## config.mk

```make
export PLATFORM = sky130hd
export DESIGN_NAME = servo_pwm_multi
export DESIGN_NICKNAME = d
export VERILOG_FILES = /design/src/rtl/servo_pwm_multi.sv
export SDC_FILE = /design/constraint.sdc
export NUM_CORES = 1
export LEC_CHECK = 0
export ABC_CLOCK_PERIOD_IN_PS = 9700
export CAP_MARGIN = 10
export CORE_AREA = 2 2 135 137
export DETAILED_ROUTE_END_ITERATION = 6
export DIE_AREA = 0 0 137 139
export PLACE_DENSITY = 0.64
export RECOVER_POWER = 50
export SYNTH_ARGS = -nofsm -noshare
export SYNTH_HDL_FRONTEND = slang
export SYNTH_SLANG_ARGS = --single-unit
```

## constraint.sdc

```tcl
create_clock -name clk -period 9.7 [get_ports clk]
set_clock_uncertainty 0.05 [all_clocks]
set_input_delay 1.94 -clock clk [delete_from_list [all_inputs] [get_ports clk]]
set_output_delay 1.94 -clock clk [all_outputs]
set_load 0.1 [all_outputs]
```

## src/rtl/servo_pwm_multi.sv

```systemverilog
// servo_pwm_multi: N-channel servo PWM generator with its own us prescaler, a frame counter, and shadowed per-channel widths.
//
// Ports:
//   clk          system clock
//   rst_n        asynchronous active-low reset
//   en           run enable; low holds the counters at 0 and forces the outputs low
//   wr_en        one-cycle position write strobe
//   wr_ch        target channel of the write (writes to channels >= N_CH are dropped)
//   wr_pos       position value; width = min(BASE_US + wr_pos, MAX_US)
//   pwm          servo pulse outputs, high while cntr_val < active width
//   frame_start  one-cycle pulse at the frame boundary, coincident with cntr_val = 0
//   cntr_val     current frame position in us
//
// Optional build macro SLEW_LIMIT_EN: when defined, each frame commit moves
// active widths toward the shadow by at most SLEW_STEP us.
module servo_pwm_multi #(
   parameter int N_CH      = 2,
   parameter int TICK_DIV  = 100,
   parameter int PERIOD_US = 20000,
   parameter int CNT_W     = 15,
   parameter int POS_W     = 11,
   parameter int BASE_US   = 1000,
   parameter int MAX_US    = 2000,
   parameter int RESET_POS = 500,
   parameter int SLEW_STEP = 10,
   localparam int CH_W     = (N_CH > 1) ? $clog2(N_CH) : 1
) (
   input  logic             clk,
   input  logic             rst_n,
   input  logic             en,
   input  logic             wr_en,
   input  logic [CH_W-1:0]  wr_ch,
   input  logic [POS_W-1:0] wr_pos,
   output logic [N_CH-1:0]  pwm,
   output logic             frame_start,
   output logic [CNT_W-1:0] cntr_val
);
   localparam int W  = CNT_W + 1;
   localparam int PW = (TICK_DIV > 1) ? $clog2(TICK_DIV) : 1;
   // sum is formed wide enough that no wr_pos value can wrap before the clamp
   localparam int SW = ((W > POS_W) ? W : POS_W) + 1;
   localparam logic [W-1:0] RST_W = (BASE_US + RESET_POS > MAX_US) ? W'(MAX_US) : W'(BASE_US + RESET_POS);
`ifdef SLEW_LIMIT_EN
   localparam logic [W-1:0] STEP = W'(SLEW_STEP);
`else
   // all widths lie in 0..MAX_US, so a step of at least MAX_US always lands on the shadow
   localparam logic [W-1:0] STEP = W'((SLEW_STEP > MAX_US) ? SLEW_STEP : MAX_US);
`endif

   logic [PW-1:0]    presc_q, presc_d;
   logic [CNT_W-1:0] cnt_q, cnt_d;
   logic [N_CH-1:0]  pwm_q, pwm_d;
   logic             fs_q, fs_d;
   logic [W-1:0]     sh_q [N_CH];
   logic [W-1:0]     sh_d [N_CH];
   logic [W-1:0]     act_q [N_CH];
   logic [W-1:0]     act_d [N_CH];
   logic             tick, wrap;
   logic [SW-1:0]    sum;
   logic [W-1:0]     wid;

   // move a toward s by at most STEP; compares before subtracting so nothing underflows
   function automatic logic [W-1:0] toward(input logic [W-1:0] a, input logic [W-1:0] s);
      if (s > a) return (s - a > STEP) ? a + STEP : s;
      return (a - s > STEP) ? a - STEP : s;
   endfunction

   assign tick = en && (presc_q == PW'(TICK_DIV - 1));
   assign wrap = tick && (cnt_q == CNT_W'(PERIOD_US - 1));
   assign sum  = SW'(BASE_US) + SW'(wr_pos);
   assign wid  = (sum > SW'(MAX_US)) ? W'(MAX_US) : W'(sum);

   always_comb begin
      presc_d = (en && !tick) ? presc_q + PW'(1) : '0;
      cnt_d   = (!en || wrap) ? '0 : tick ? cnt_q + CNT_W'(1) : cnt_q;
      fs_d    = wrap;
      for (int i = 0; i < N_CH; i++) begin
         // out-of-range channels match no index, so such writes fall away here
         sh_d[i]  = (wr_en && wr_ch == CH_W'(i)) ? wid : sh_q[i];
         // commit reads sh_q, so a write on the boundary edge waits for the next frame
         act_d[i] = wrap ? toward(act_q[i], sh_q[i]) : act_q[i];
         pwm_d[i] = en && ({1'b0, cnt_q} < act_q[i]);
      end
   end

   always_ff @(posedge clk or negedge rst_n) begin
      if (!rst_n) begin
         presc_q <= '0;
         cnt_q   <= '0;
         pwm_q   <= '0;
         fs_q    <= 1'b0;
         for (int i = 0; i < N_CH; i++) begin
            sh_q[i]  <= RST_W;
            act_q[i] <= RST_W;
         end
      end else begin
         presc_q <= presc_d;
         cnt_q   <= cnt_d;
         pwm_q   <= pwm_d;
         fs_q    <= fs_d;
         sh_q    <= sh_d;
         act_q   <= act_d;
      end
   end

   assign pwm         = pwm_q;
   assign frame_start = fs_q;
   assign cntr_val    = cnt_q;
endmodule
```

==> results of run 1 <==
## registers in the layout, summed over array words and instances (netlist names)
register     count
frame_start      1
sh_q            24
presc_q          7
pwm              2
act_q           32
cntr_val        15
## cell usage after synthesis (5+ instances only)
master	instances
and3_1	8
o31ai_1	5
and2_1	7
or3_1	10
clkbuf_1	16
a211oi_1	14
buf_2	14
nor3_1	33
mux2i_1	11
nand2_1	98
dfrtp_1	53
nor4_1	5
a211o_1	5
xor2_1	18
nand3_1	28
xnor2_1	21
a21boi_0	5
dfstp_2	28
a21oi_1	49
a31oi_1	5
nand2b_1	16
nand4_1	11
a22oi_1	9
inv_1	71
a21o_1	35
o21ai_0	69
o2111ai_1	5
a32oi_1	8
nor2b_1	11
nor2_1	74
a221oi_1	7
nand3b_1	5
nor4b_1	5
ha_1	83
## worst min-delay path by stage
| stage | from | end | slack [ns] | depth (start not counted) |
|---|---|---|---|---|
| floorplan | presc_q[0] | presc_q[0] | 0.40 | 1 |
| global placement | presc_q[0] | presc_q[0] | 0.43 | 1 |
| detailed placement | presc_q[0] | presc_q[0] | 0.44 | 1 |
| CTS | presc_q[0] | presc_q[0] | 0.45 | 1 |
| global route | presc_q[0] | presc_q[0] | 0.46 | 1 |
| finish | presc_q[0] | presc_q[0] | 0.44 | 1 |
## cells by family (layout without fill, tap and decap cells)
kind of cell / count (synthesis) / after routing / synth area share (%)
multiplexers: 15 / 15 / 2.00
adder cells (fa/ha/maj): 85 / 85 / 13.9
AO/OA/AOI/OAI: 279 / 279 / 25.7
AND/OR/NAND/NOR: 336 / 336 / 21.8
buffers and inverters: 108 / 124 / 5.74
flip-flops: 81 / 81 / 26.6
XOR/XNOR: 39 / 39 / 4.40
## per-stage QoR
stage | power [mW] | instances | utilization [%] | setup WS [ns] | instance area, um2
after global placement | 0.590 | 1172 | 46.6 | 5.07 | 8230
after CTS | 0.939 | 1188 | 48.3 | 5.32 | 8520
final | 0.933 | 1188 | 48.2 | 4.09 | 8520
after global routing | 0.981 | 1188 | 48.2 | 3.19 | 8520
after floorplan | 0.535 | 943 | - | 5.86 | 7760
after detailed placement | 0.592 | 1172 | 46.6 | 4.93 | 8230
## layout make-up
cell class	instances	area (um2)
clock buffers	10	229
clock inverters	6	67.6
fillers	1737	9140
inverters	72	270
multi-input cells	754	5260
flip-flops and latches	81	2060
well taps	229	287
repair buffers	36	343
## report_power, final
| part | switching (mW) | leakage [nW] | internal [mW] | total [mW] |
|---|---|---|---|---|
| Clock | 0.145 | 0.139 | 0.200 | 0.346 |
| Sequential | 0.0186 | 0.960 | 0.358 | 0.376 |
| Combinational | 0.131 | 2.73 | 0.0795 | 0.211 |
## routing by layer
metal / GRT usage, % / up-vias
met5: 0 / -
met4: 7.00 / 0
met2: 34.7 / 119
li1: - / 3451
met3: 1.94 / 26
met1: 31.2 / 3353
==> impl_results.md, run 1 <==
* Run status: finished, violations left
* Failing checks: max-capacitance violations, max-slew violations
* Cell type group with the largest total delay on the critical path: buffers and inverters
* Share of Yosys cell area claimed by the top area cell type at 17.1%
* Wirelength per Cell at 16.9 um
* Clock tree from TritonCTS: done
* Clock Latency Late Sink at 0.34 ns
* Post-CTS setup buffer count at 0
* Crit Path Category: in2async
* Count of hold-fix buffers inserted at cts at 0
* Highest routed layer: met4
* Routed metal-1 wirelength at 9.82 mm
* Via count normalized by instance count at 5.85
* Routed WL at 20.0 mm
* Worst max-slew margin expressed relative to the limit at -151%
* Largest fanout on the critical path at 70
* Core area at 17700 um2
* Height of the die at 139 um
* Transition at the pin with the smallest max-transition slack at 3.77 ns
* R2R Path End: act_q[8]
* Critical path capture point: sh_q[1]
* Required time worst endpoint at 9.23 ns
* Startpoint of the most critical setup path: rst_n
* Gr usage total at 21.8%
* Top Ports at 34
* Critical Path Sink Type: asynchronous set/reset pin
* Data arrival, critical path at 5.14 ns
* FFs w/ async S/R, synth at 100%
* Initial antenna violation count at 0
* Maximum single-stage delay on the critical path at 2.69 ns
* RSZ-0062 raised after global routing: no
* Remaining routing DRC violations at 0
* Worst-case vdd ir drop at 0.107 mV
* Depth of the worst register-to-register path at 12
* Minimum clock period after layout at 5.61 ns
* Number of buffer and inverter stages on the critical path at 2
* Number of rows in the core area at 49
* Leak at 3.83 nW
* Most common cell after layout, fill and taps aside: nand2_1
* Hold/Removal Path Class: reg2reg
* Pin count of the biggest net entering global routing at 71
* Peak Freq at 0.178 GHz
* Vias at 6949
* Most Frequent Cell on Critical Path: clkbuf_1
* Detailed Place HPWL at 15.2 mm
* Worst-path cell with the longest stage delay: clkbuf_1
* Horiz. Die Dim at 137 um
* # clock sinks at 81
* Overflow after GRT at 0
* Max-slew violation count at 71
* Total of warnings raised by yosys at 0
* Root Buffer: clkbuf_16
* Antenna cell count at 0
* Ranking of synthesized cells by area: dfrtp_1, ha_1, dfstp_2
* Post-cts sizing count at 0
* Sum of met2 wire segment lengths after detailed routing at 9.30 mm
* Most used flip-flop cell after synthesis: dfrtp_1
* Number of buffers inserted by port buffering at 33
* Number of global-route vias before repair at 6650
* H-tree Lvls at 3
* Area growth, synth to finish at 9.67%
* Starting density of the core at 44.0%
* Wire length of the first global-routing pass at 33.9 mm
* Maxcap violations at 1
* Share of final-layout standard cells stronger than drive strength 1 at 8.55%
* Sequence of cells on the critical path: clkbuf_1 > clkbuf_1
* Cell depth of the worst setup path at 2
* Global placement routability congestion at 0.849
* Synth unique cells at 90
* Count of state elements after synthesis at 81
* Maximum buffer depth of the clock tree at 2
* Number of hold-slack violations in the final timing report at 0
* Met3 wirelength from detailed routing at 478 um
* Final TNS setup at 0 ns
* Number of enable flip-flop cells after synthesis at 0
* Total power per unit cell area at 110 nW/um2
* First-pass detailed-route iteration total at 5
* Slack of the worst reg-to-reg path at 5.80 ns
* Clock transition at the registers of the reported paths at 0.06 ns
* Most frequent cells in the layout: nand2_1, ha_1, nor2_1, inv_1, o21ai_0
* Gate Count Post-Synth at 943
* Part of the cycle the worst path needs at 57.8%
* Final setup violating endpoints at 0
* First-iteration detailed-routing DRC count at 572
* Worst flop-to-flop path startpoint: sh_q[0]
* Post-route antenna net violation count at 0
* Category of the worst setup path launch point: input port
* TritonCTS Buffers at 9
* Net Count, Synth at 1044
* Synth Area per Inst at 8.23 um2
* Sequential fraction of the synthesis area at 26.6%
* Top cell type by total area after synthesis: dfrtp_1
* Full die area at 19000 um2
* Number of nets at the end of the flow at 1055
* Total standard cell area after synthesis at 7760 um2
* Worst hold slack at 0.440 ns
(Power assumes the default switching activity.)
==> inputs of run 2 (changes only) <==
--- a/config.mk
+++ b/config.mk
@@ -5,7 +5,7 @@
 export SDC_FILE = /design/constraint.sdc
 export NUM_CORES = 1
 export LEC_CHECK = 0
-export ABC_CLOCK_PERIOD_IN_PS = 9700
+export ABC_CLOCK_PERIOD_IN_PS = 5200
 export CAP_MARGIN = 10
 export CORE_AREA = 2 2 135 137
 export DETAILED_ROUTE_END_ITERATION = 6
==> constraint.sdc (replaced) <==
create_clock -name clk -period 5.2 [get_ports clk]
set_clock_uncertainty 0.05 [all_clocks]
set_input_delay 1.04 -clock clk [delete_from_list [all_inputs] [get_ports clk]]
set_output_delay 1.04 -clock clk [all_outputs]
set_load 0.1 [all_outputs]
==> run 2 against run 1 <==
  * Critical endpoint is now act_q[21]
  * Largest cell class unchanged
  * Clock power up 73%
  * Utilization down 0.071 points
  * Critical path depth up 9
  * The run still ends with max-capacitance violations, max-slew violations left
  * Highest routed layer unchanged
  * Worst setup slack worse by 2.8 ns
  * Clock-buffer cell count up 1
  * Critical path type is now reg2reg
==> impl_results.md, run 2 (synthesis gave the netlist of run 1 again) <==
* Gr usage total at 21.6% (was 21.8%)
* Slack of the worst reg-to-reg path at 1.33 ns (was 5.80 ns)
* Setup slack at placement at 1.34 ns (was 4.93 ns)
* Core area at 17700 um2 (unchanged)
* Startpoint of the lowest-slack hold path: presc_q[0] (unchanged)
* Clock tree from TritonCTS: done (unchanged)
* Horiz. Die Dim at 137 um (unchanged)
* Sequential cell area at 2060 um2 (unchanged)
* Count of hold-fix buffers inserted at cts at 0 (unchanged)
* First-pass detailed-route iteration total at 5 (unchanged)
* Area of the multi-input gates at 5260 um2 (unchanged)
* Cell count of the worst hold path at 1 (unchanged)
* Smallest setup slack after layout at 1.33 ns (was 4.09 ns)
* Final Util at 48.2% (about the same)
* Top Ports at 34 (unchanged)
* Area growth, synth to finish at 9.51% (was 9.67%)
* Maximum single-stage delay on the critical path at 0.61 ns (was 2.69 ns)
* Peak Freq at 0.258 GHz
* Full die area at 19000 um2 (unchanged)
* Worst-path cell with the longest stage delay: nor4b_1 (was clkbuf_1)
* Number of nets at the end of the flow at 1056 (was 1055)
* Height of the die at 139 um (unchanged)
* H-tree Lvls at 3 (unchanged)
* Overflow after GRT at 0 (unchanged)
* Detailed Place HPWL at 15.1 mm (was 15.2 mm)
* Global placement routability congestion at 0.840 (was 0.849)
* Transition at the pin with the smallest max-transition slack at 2.15 ns (was 3.77 ns)
* Max FFs per register at 32 (unchanged)
* RSZ-0062 raised after global routing: no (unchanged)
* Critical Path Sink Type: flip-flop (was asynchronous set/reset pin)
* Most flops, register: act_q (unchanged)
* Final setup violating endpoints at 0 (unchanged)
* TritonCTS Buffers at 9 (unchanged)
* Final standard cell area without fillers at 8500 um2 (was 8520 um2)
* Leak at 3.83 nW (about the same)
* Post-CTS setup buffer count at 0 (unchanged)
* Count of placed standard cells including taps at 1173 (was 1172)
* Antenna cell count at 0 (unchanged)
* Number of cells in the finished layout apart from fillers at 1189 (was 1188)
* Starting density of the core at 44.0% (unchanged)
* Worst max-slew margin expressed relative to the limit at -43.3% (was -151%)
* Category of the worst setup path launch point: flip-flop (was input port)
* Initial antenna violation count at 0 (unchanged)
* Number of buffers inserted by port buffering at 33 (unchanged)
* Most frequent cells in the layout: nand2_1, ha_1, nor2_1, inv_1, o21ai_0 (unchanged)
* R2R Path End: act_q[21] (was act_q[8])
* Data arrival, critical path at 4.03 ns (was 5.14 ns)
* Worst hold slack at 0.443 ns (was 0.440 ns)
* Remaining routing DRC violations at 0 (unchanged)
* Clock transition at the registers of the reported paths at 0.07 ns (was 0.06 ns)
* Placement Cell Area at 8230 um2 (about the same)
* Cell type group with the largest total delay on the critical path: compound AO/OA/AOI/OAI gates (was buffers and inverters)
* Minimum clock period after layout at 3.87 ns
* Sequence of cells on the critical path: inv_1 > ha_1 > nand4_1 > o21bai_1 > a31oi_1 > nor3_1 > nor4b_1 > a22o_1 > nor2_4 > a221oi_1 > a21oi_1 (was clkbuf_1 > clkbuf_1)
* Max-slew violation count at 40 (was 71)
* Number of global-route vias before repair at 6615 (was 6650)
* Hold Crit Endpoint: presc_q[0] (unchanged)
* Final TNS setup at 0 ns (unchanged)
* Part of the cycle the worst path needs at 74.5%
* Root Buffer: clkbuf_16 (unchanged)
* Failing checks: max-capacitance violations, max-slew violations (unchanged)
* Layout fillers at 1738 (was 1737)
* Worst-case vdd ir drop at 0.128 mV (was 0.107 mV)
* Crit Path Category: reg2reg (was in2async)
* Wirelength per Cell at 16.7 um (was 16.9 um)
* Vias at 6972 (was 6949)
* Worst flop-to-flop path startpoint: sh_q[20] (was sh_q[0])
* Post-route antenna net violation count at 0 (unchanged)
* Maximum buffer depth of the clock tree at 2 (unchanged)
* Required time worst endpoint at 5.36 ns (was 9.23 ns)
* # clock sinks at 81 (unchanged)
* Total power per unit cell area at 199 nW/um2 (was 110 nW/um2)
* First-iteration detailed-routing DRC count at 538 (was 572)
* Largest fanout on the critical path at 14 (was 70)
* Share of final-layout standard cells stronger than drive strength 1 at 8.75% (was 8.55%)
* Routed WL at 19.8 mm (was 20.0 mm)
* Total power draw at 1.69 mW (was 933 uW)
* Post-cts sizing count at 0 (unchanged)
* Maxcap violations at 1 (unchanged)
* Wire length of the first global-routing pass at 33.5 mm (was 33.9 mm)
* Hold/Removal Path Class: reg2reg (unchanged)
* Depth of the worst register-to-register path at 11 (was 12)
* Via count normalized by instance count at 5.86 (was 5.85)
* Pin count of the biggest net entering global routing at 44 (was 71)
* Clock Latency Late Sink at 0.34 ns (about the same)
* Run status: finished, violations left (unchanged)
* Number of hold-slack violations in the final timing report at 0 (unchanged)
* Most common cell after layout, fill and taps aside: nand2_1 (unchanged)
* Number of buffer and inverter stages on the critical path at 1 (was 2)
* Number of rows in the core area at 49 (unchanged)
[run 2: changes by cell type in the layout (fill, tap and decap cells not counted), sizes merged]
cell	before	now
buf	2	3
bufinv	1	0
clkbuf	12	13
clkinvlp	2	3
inv	73	72
[run 2: worst max path at each step]
stage,cells past startpoint,startpoint,endpoint
after floorplan,11,sh_q[0],act_q[11]
after global placement,9,en,act_q[15]
after detailed placement,9,en,act_q[15]
after CTS,11,sh_q[20],act_q[21]
after global routing,11,sh_q[20],act_q[21]
final,11,sh_q[20],act_q[21]
[run 2: area by class of cell]
cell class              instances  share of cell area [%]
well taps                     229                    3.37
multi-input cells             754                    61.8
inverters                      72                    3.18
flip-flops and latches         81                    24.2
clock inverters                 5                   0.383
repair buffers                 37                    4.13
clock buffers                  11                    2.85
[run 2: metal layers]
| layer | vias up | track usage, % | wire length, um |
|---|---|---|---|
| li1 | 3457 | - | - |
| met5 | - | 0 | 0 |
| met3 | 24 | 2.41 | 519 |
| met1 | 3378 | 30.2 | 9520 |
| met4 | 0 | 6.35 | 445 |
| met2 | 113 | 34.9 | 9320 |
[run 2: report_power, final]
group	leakage [nW]	total, mW	switching [mW]	internal (mW)
Sequential	0.960	0.698	0.0316	0.667
Clock	0.128	0.600	0.265	0.335
Combinational	2.74	0.393	0.244	0.148
Total	3.83	1.69	0.541	1.15
[run 2: worst reg2reg max path: cells and delay by family, from the launching register on]
| family | cells | cell delay, ns |
|---|---|---|
| AOI/OAI and AO/OA | 5 | 1.51 |
| adders and majority gates | 1 | 0.55 |
| buffers and inverters | 1 | 0.06 |
| DFF | 1 | 0.56 |
| and+or+nand+nor | 4 | 1.03 |
==> inputs of run 3 (changes only) <==
--- a/config.mk
+++ b/config.mk
@@ -5,7 +5,7 @@
 export SDC_FILE = /design/constraint.sdc
 export NUM_CORES = 1
 export LEC_CHECK = 0
-export ABC_CLOCK_PERIOD_IN_PS = 5200
+export ABC_CLOCK_PERIOD_IN_PS = 4000
 export CAP_MARGIN = 10
 export CORE_AREA = 2 2 135 137
 export DETAILED_ROUTE_END_ITERATION = 6
==> constraint.sdc (replaced) <==
create_clock -name clk -period 4 [get_ports clk]
set_clock_uncertainty 0.05 [all_clocks]
set_input_delay 0.8 -clock clk [delete_from_list [all_inputs] [get_ports clk]]
set_output_delay 0.8 -clock clk [all_outputs]
set_load 0.1 [all_outputs]
==> run 3 against run 2 <==
  * The run still ends with max-capacitance violations, max-slew violations left
  * Hold slack better by 0.0022 ns
  * Cell area up 1.0%
  * Via count up 0.33%
  * First-iteration DRC count down 2.0%
  * Non-clock buffer count up 9
  * Sequential power up 29%
  * Die area unchanged
  * Critical path depth up 1
  * Clock-buffer cell count up 1
  * Largest power group unchanged
==> impl_results.md, run 3 (synthesis gave the netlist of run 1 again) <==
* Root Buffer: clkbuf_16 (unchanged)
* Area growth, synth to finish at 10.7% (was 9.51%)
* Vias at 6995 (was 6972)
* TritonCTS Buffers at 9 (unchanged)
* Initial antenna violation count at 0 (unchanged)
* Int Power at 1.56 mW (was 1.15 mW)
* Maxcap violations at 1 (unchanged)
* Run status: finished, violations left (unchanged)
* Max-slew violation count at 62 (was 40)
* Final Util at 48.7% (was 48.2%)
* Largest fanout on the critical path at 14 (unchanged)
* Final setup violating endpoints at 0 (unchanged)
* Crit Path Category: reg2reg (unchanged)
* RSZ-0062 raised after global routing: no (unchanged)
* First-iteration detailed-routing DRC count at 527 (was 538)
* Starting density of the core at 44.0% (unchanged)
* Total power per unit cell area at 264 nW/um2 (was 199 nW/um2)
* Via count normalized by instance count at 5.84 (was 5.86)
* Category of the worst setup path launch point: flip-flop (unchanged)
* Minimum clock period after layout at 3.76 ns (was 3.87 ns)
* Detailed Place HPWL at 15.5 mm (was 15.1 mm)
* Number of global-route vias before repair at 6547 (was 6615)
* Clock Latency Late Sink at 0.35 ns (was 0.34 ns)
* Routed WL at 20.4 mm (was 19.8 mm)
* Max FFs per register at 32 (unchanged)
* Failing checks: max-capacitance violations, max-slew violations (unchanged)
* Antenna cell count at 0 (unchanged)
* Critical Path Sink Type: flip-flop (unchanged)
* Top Ports at 34 (unchanged)
* Number of buffers inserted by port buffering at 33 (unchanged)
* Reported net switching power at 706 uW (was 541 uW)
* Clock transition at the registers of the reported paths at 0.06 ns (was 0.07 ns)
* Post-route antenna net violation count at 0 (unchanged)
* Transition at the pin with the smallest max-transition slack at 1.56 ns (was 2.15 ns)
* Full die area at 19000 um2 (unchanged)
* Sequential fraction of design power at 39.8% (was 41.3%)
* Wirelength per Cell at 17.0 um (was 16.7 um)
* Required time worst endpoint at 4.19 ns (was 5.36 ns)
* Horiz. Die Dim at 137 um (unchanged)
* Share of final-layout standard cells stronger than drive strength 1 at 9.49% (was 8.75%)
* Worst max-slew margin expressed relative to the limit at -4.28% (was -43.3%)
* Maximum buffer depth of the clock tree at 2 (unchanged)
* Final TNS setup at 0 ns (unchanged)
* Hold/Removal Path Class: reg2reg (unchanged)
* Sequence of cells on the critical path: inv_1 > ha_1 > nand4_1 > o21bai_1 > a311oi_1 > nor4b_1 > nand4bb_1 > a22oi_2 > nor2_1 > a211oi_1 > a31o_2 > a32oi_1 (was inv_1 > ha_1 > nand4_1 > o21bai_1 > a31oi_1 > nor3_1 > nor4b_1 > a22o_1 > nor2_4 > a221oi_1 > a21oi_1)
* Peak Freq at 0.266 GHz (was 0.258 GHz)
* Overflow after GRT at 0 (unchanged)
* Height of the die at 139 um (unchanged)
* Portion of total power attributed to combinational logic at 22.9% (was 23.2%)
* Clock tree from TritonCTS: done (unchanged)
* Most common cell after layout, fill and taps aside: nand2_1 (unchanged)
* Data arrival, critical path at 3.95 ns (was 4.03 ns)
* Wire length of the first global-routing pass at 33.9 mm (was 33.5 mm)
* Proportion of power drawn by the clock network at 37.3% (was 35.5%)
* Maximum single-stage delay on the critical path at 0.56 ns (was 0.61 ns)
* Global placement routability congestion at 0.899 (was 0.840)
* Gr usage total at 22.1% (was 21.6%)
* Pin count of the biggest net entering global routing at 62 (was 44)
* Remaining routing DRC violations at 0 (unchanged)
* H-tree Lvls at 3 (unchanged)
* Worst-path cell with the longest stage delay: dfstp_2 (was nor4b_1)
* Core area at 17700 um2 (unchanged)
* First-pass detailed-route iteration total at 5 (unchanged)
* Number of nets at the end of the flow at 1065 (was 1056)
* Part of the cycle the worst path needs at 94.0% (was 74.5%)
* Worst-case vdd ir drop at 0.168 mV (was 0.128 mV)
* Switch share at 31.1% (was 32.0%)
* Most frequent cells in the layout: nand2_1, ha_1, nor2_1, inv_1, o21ai_0 (unchanged)
* Number of rows in the core area at 49 (unchanged)
* # clock sinks at 81 (unchanged)
* Most flops, register: act_q (unchanged)
* Number of hold-slack violations in the final timing report at 0 (unchanged)
* Leak at 3.87 nW (was 3.83 nW)
run 3: cell types whose count changed in the layout (fill, tap and decap cells not counted):
cell / change
clkdlybuf4s50_1: +1
buf_4: +8
clkbuf_1: +2
bufinv_16: +1
a22o_2: +1
clkinv_2: -2
a22o_1: -1
dlygate4sd3_1: -1
run 3: timing repair:
action | in CTS | in global routing
hold buffers | 0 | 0
buffers inserted | 0 | 0
gates resized for setup | 0 | 1
setup endpoints to repair | 0 | 7
run 3: worst max-delay path, delay by kind of cell, from the launching register on:
family,cells,cell delay [ns]
compound gates,6,1.77
fa+ha+maj,1,0.56
buf+inv,1,0.07
flops,1,0.56
simple gates,4,0.65
run 3: final timing paths:
path	depth (start not counted)	slack [ns]	start	end
min reg2reg	1	0.44	presc_q[0]	presc_q[0]
max	12	0.24	sh_q[20]	act_q[26]
min in group asynchronous	1	0.77	rst_n	presc_q[6]
max in group asynchronous	2	1.77	rst_n	cntr_val[3]
min	1	0.44	presc_q[0]	presc_q[0]
max reg2reg	12	0.24	sh_q[20]	act_q[26]
run 3: layout make-up:
| type | instances | area (um2) |
|---|---|---|
| Clock buffer | 12 | 246 |
| Clock inverter | 4 | 52.6 |
| Fill cell | 1740 | 9060 |
| Inverter | 72 | 270 |
| Multi-Input combinational cell | 754 | 5260 |
| Sequential cell | 81 | 2060 |
| Tap cell | 229 | 287 |
| Timing Repair Buffer | 46 | 415 |
run 3: power by group through the flow:
stage,registers (mW),clock network (mW),logic (mW)
6_report,0.903,0.847,0.520
5_1_grt,0.908,0.902,0.581
4_1_cts,0.903,0.873,0.517
2_1_floorplan,0.912,0,0.385
3_5_place_dp,0.916,0,0.515
3_3_place_gp,0.915,0,0.513
run 3: per-stage QoR:
step | worst slack (ns) | hold slack [ns] | power, mW | instances | area, um2
global placement | 0.332 | 0.430 | 1.43 | 1181 | 8290
floorplan | 0.868 | 0.405 | 1.30 | 943 | 7760
CTS | 0.222 | 0.447 | 2.29 | 1197 | 8590
global route | 0.0286 | 0.465 | 2.39 | 1198 | 8590
detailed placement | 0.259 | 0.432 | 1.43 | 1181 | 8290
finish | 0.239 | 0.445 | 2.27 | 1198 | 8590
run 3: routing by layer:
metal | wire [um] | part of all wire, % | global-route usage (%) | vias up
met5 | 0 | 0 | 0 | -
met4 | 439 | 2.2 | 7.05 | 0
met3 | 715 | 3.5 | 2.74 | 28
met2 | 9610 | 47 | 35.3 | 158
met1 | 9610 | 47 | 30.8 | 3346
li1 | - | - | - | 3463
==> RTL change (config.mk and constraints of run 2) <==
Change the parameter `POS_W` from 11 to 13.
--- a/src/rtl/servo_pwm_multi.sv
+++ b/src/rtl/servo_pwm_multi.sv
@@ -18,7 +18,7 @@
    parameter int TICK_DIV  = 100,
    parameter int PERIOD_US = 20000,
    parameter int CNT_W     = 15,
-   parameter int POS_W     = 11,
+   parameter int POS_W     = 13,
    parameter int BASE_US   = 1000,
    parameter int MAX_US    = 2000,
    parameter int RESET_POS = 500,
Interface: changed (resized wr_pos); port bits go from 34 to 36. No check against the original RTL was run, so the function may have changed too.
==> RTL change against run 2 <==
- the flow still finishes with violations (capacitance limit, slew limit)
- sequential cell count increased by 4
- sequential power increased by 2%
- final cell count increased by 8.1%
- non-clock buffer count up 1
- wire length rose by 21%
- synthesized cell count up 11%
- die area stayed put
- worst setup slack got worse by 0.084 ns
- total power increased by 0.57%
- cell area is 7.9% higher
- global-route usage rose by 4.7 points
- area after synthesis increased by 9.3%
- critical endpoint is now act_q[1]
- highest routed layer unchanged
==> RTL change: results <==
export IMPL_status="finished, violations left"
export IMPL_violations="capacitance limit, slew limit"
export IMPL_reg2reg_from="sh_q[6]"
export IMPL_synth_mux_area_share_pct=1.06
export IMPL_synthTopCellsByArea="dfrtp_1 (17%), ha_1 (13%), dfstp_2 (8.7%), o21ai_0 (4.2%), a21oi_1 (4.1%)"
export IMPL_cp_slowest_stage_delay_ns=0.67
export IMPL_gp_congestion=0.867
export IMPL_worst_r2r_path_depth=12
export IMPL_grt_pass1_wl_um=39600
export IMPL_port_buffers=35
export IMPL_wl_met2_um=10900
export IMPL_met1_length_um=11500
export IMPL_syn_nets=1161
export IMPL_netlist_area_leader_share_pct=16.8
export IMPL_dpl_hpwl_um=18600
export IMPL_cp_max_fo=16
export IMPL_placed_area_um2=8890
export IMPL_synth_fa_ha_area_share_pct=13.9
export IMPL_grt_pass1_vias=7348
export IMPL_detail_route_iter0_violations=669
export IMPL_grt_total_usage_pct=26.2
export IMPL_synth_seq_cells=85
export IMPL_drt_wl_total_um=24000
export IMPL_wl_per_cell_um=18.7
export IMPL_synth_area_per_cell_um2=8.08
export IMPL_critical_path_slowest_cell="a2111o_1"
export IMPL_ir_worst_vdd_uv=167
export IMPL_drv_slew=47
export IMPL_maxCapViolations=1
export IMPL_slew_headroom_pct=-68.7
export IMPL_synthXorXnorAreaFrac_pct=4.95
export IMPL_critPathArrivalTime_ns=4.18
export IMPL_pwr_share_seq_pct=41.8
export IMPL_synthTopCellsByCount="ha_1 (91), nand2_1 (88), nor2_1 (84)"
export IMPL_numPlacedInstances=1269
RTL change: cell count changes in the layout (fill, tap and decap cells not counted), moves of 10 or more:
cell,run 2,this run
or3_1,10,30
a21oi_1,49,70
nor2_1,74,84
o21a_1,2,14
nand2_1,98,88
RTL change: per-stage QoR:
stage	utilization, %	hold WS, ns	setup slack [ns]
3_5_place_dp	50.4	0.435	1.18
5_1_grt	52.0	0.462	0.916
6_report	52.0	0.438	1.24
2_1_floorplan	-	0.405	1.93
3_3_place_gp	50.4	0.432	1.28
4_1_cts	52.0	0.445	1.27
RTL change: cells by family after synthesis:
logic type	after synthesis
AOI/OAI and AO/OA	328
xor gates and xnor gates	48
adders and majority gates	93
buffers and inverters	122
DFF	85
muxes	9
and+or+nand+nor	365
RTL change: worst max path at each step:
stage	from	endpoint	slack [ns]
final	sh_q[6]	act_q[1]	1.24
after global routing	rst_n	act_q[17]	0.92
after CTS	sh_q[6]	act_q[1]	1.27
after detailed placement	en	act_q[12]	1.18
after global placement	en	act_q[12]	1.28
after floorplan	sh_q[26]	act_q[25]	1.93
RTL change: critical path: cells and delay by family (launching register included):
| family | cells | cell delay [ns] |
|---|---|---|
| mux | 1 | 0.23 |
| buf+inv | 1 | 0.06 |
| flops | 1 | 0.54 |
| compound gates | 6 | 1.79 |
| simple gates | 3 | 0.70 |
| fa+ha+maj | 1 | 0.52 |
RTL change: final cells by class:
class / instances / area [um^2] / area share (%)
Multi-Input combinational cell: 843 / 5800 / 63.2
Sequential cell: 85 / 2160 / 23.6
Timing Repair Buffer: 38 / 364 / 3.97
Tap cell: 229 / 287 / 3.12
Inverter: 74 / 278 / 3.03
Clock buffer: 12 / 256 / 2.80
Clock inverter: 4 / 31.3 / 0.341
RTL change: metal layers:
layer | vias up | GRT usage (%)
met5 | - | 0
met1 | 3722 | 38.8
li1 | 3820 | -
met4 | 0 | 8.19
met2 | 193 | 39.5
met3 | 42 | 3.55
RTL change: power groups by stage:
stage               registers, mW  logic [mW]  clock network (mW)
floorplan                   0.718       0.258                   0
global placement            0.721       0.347                   0
detailed placement          0.722       0.348                   0
CTS                         0.710       0.350               0.655
global route                0.713       0.395               0.683
finish                      0.710       0.351               0.640
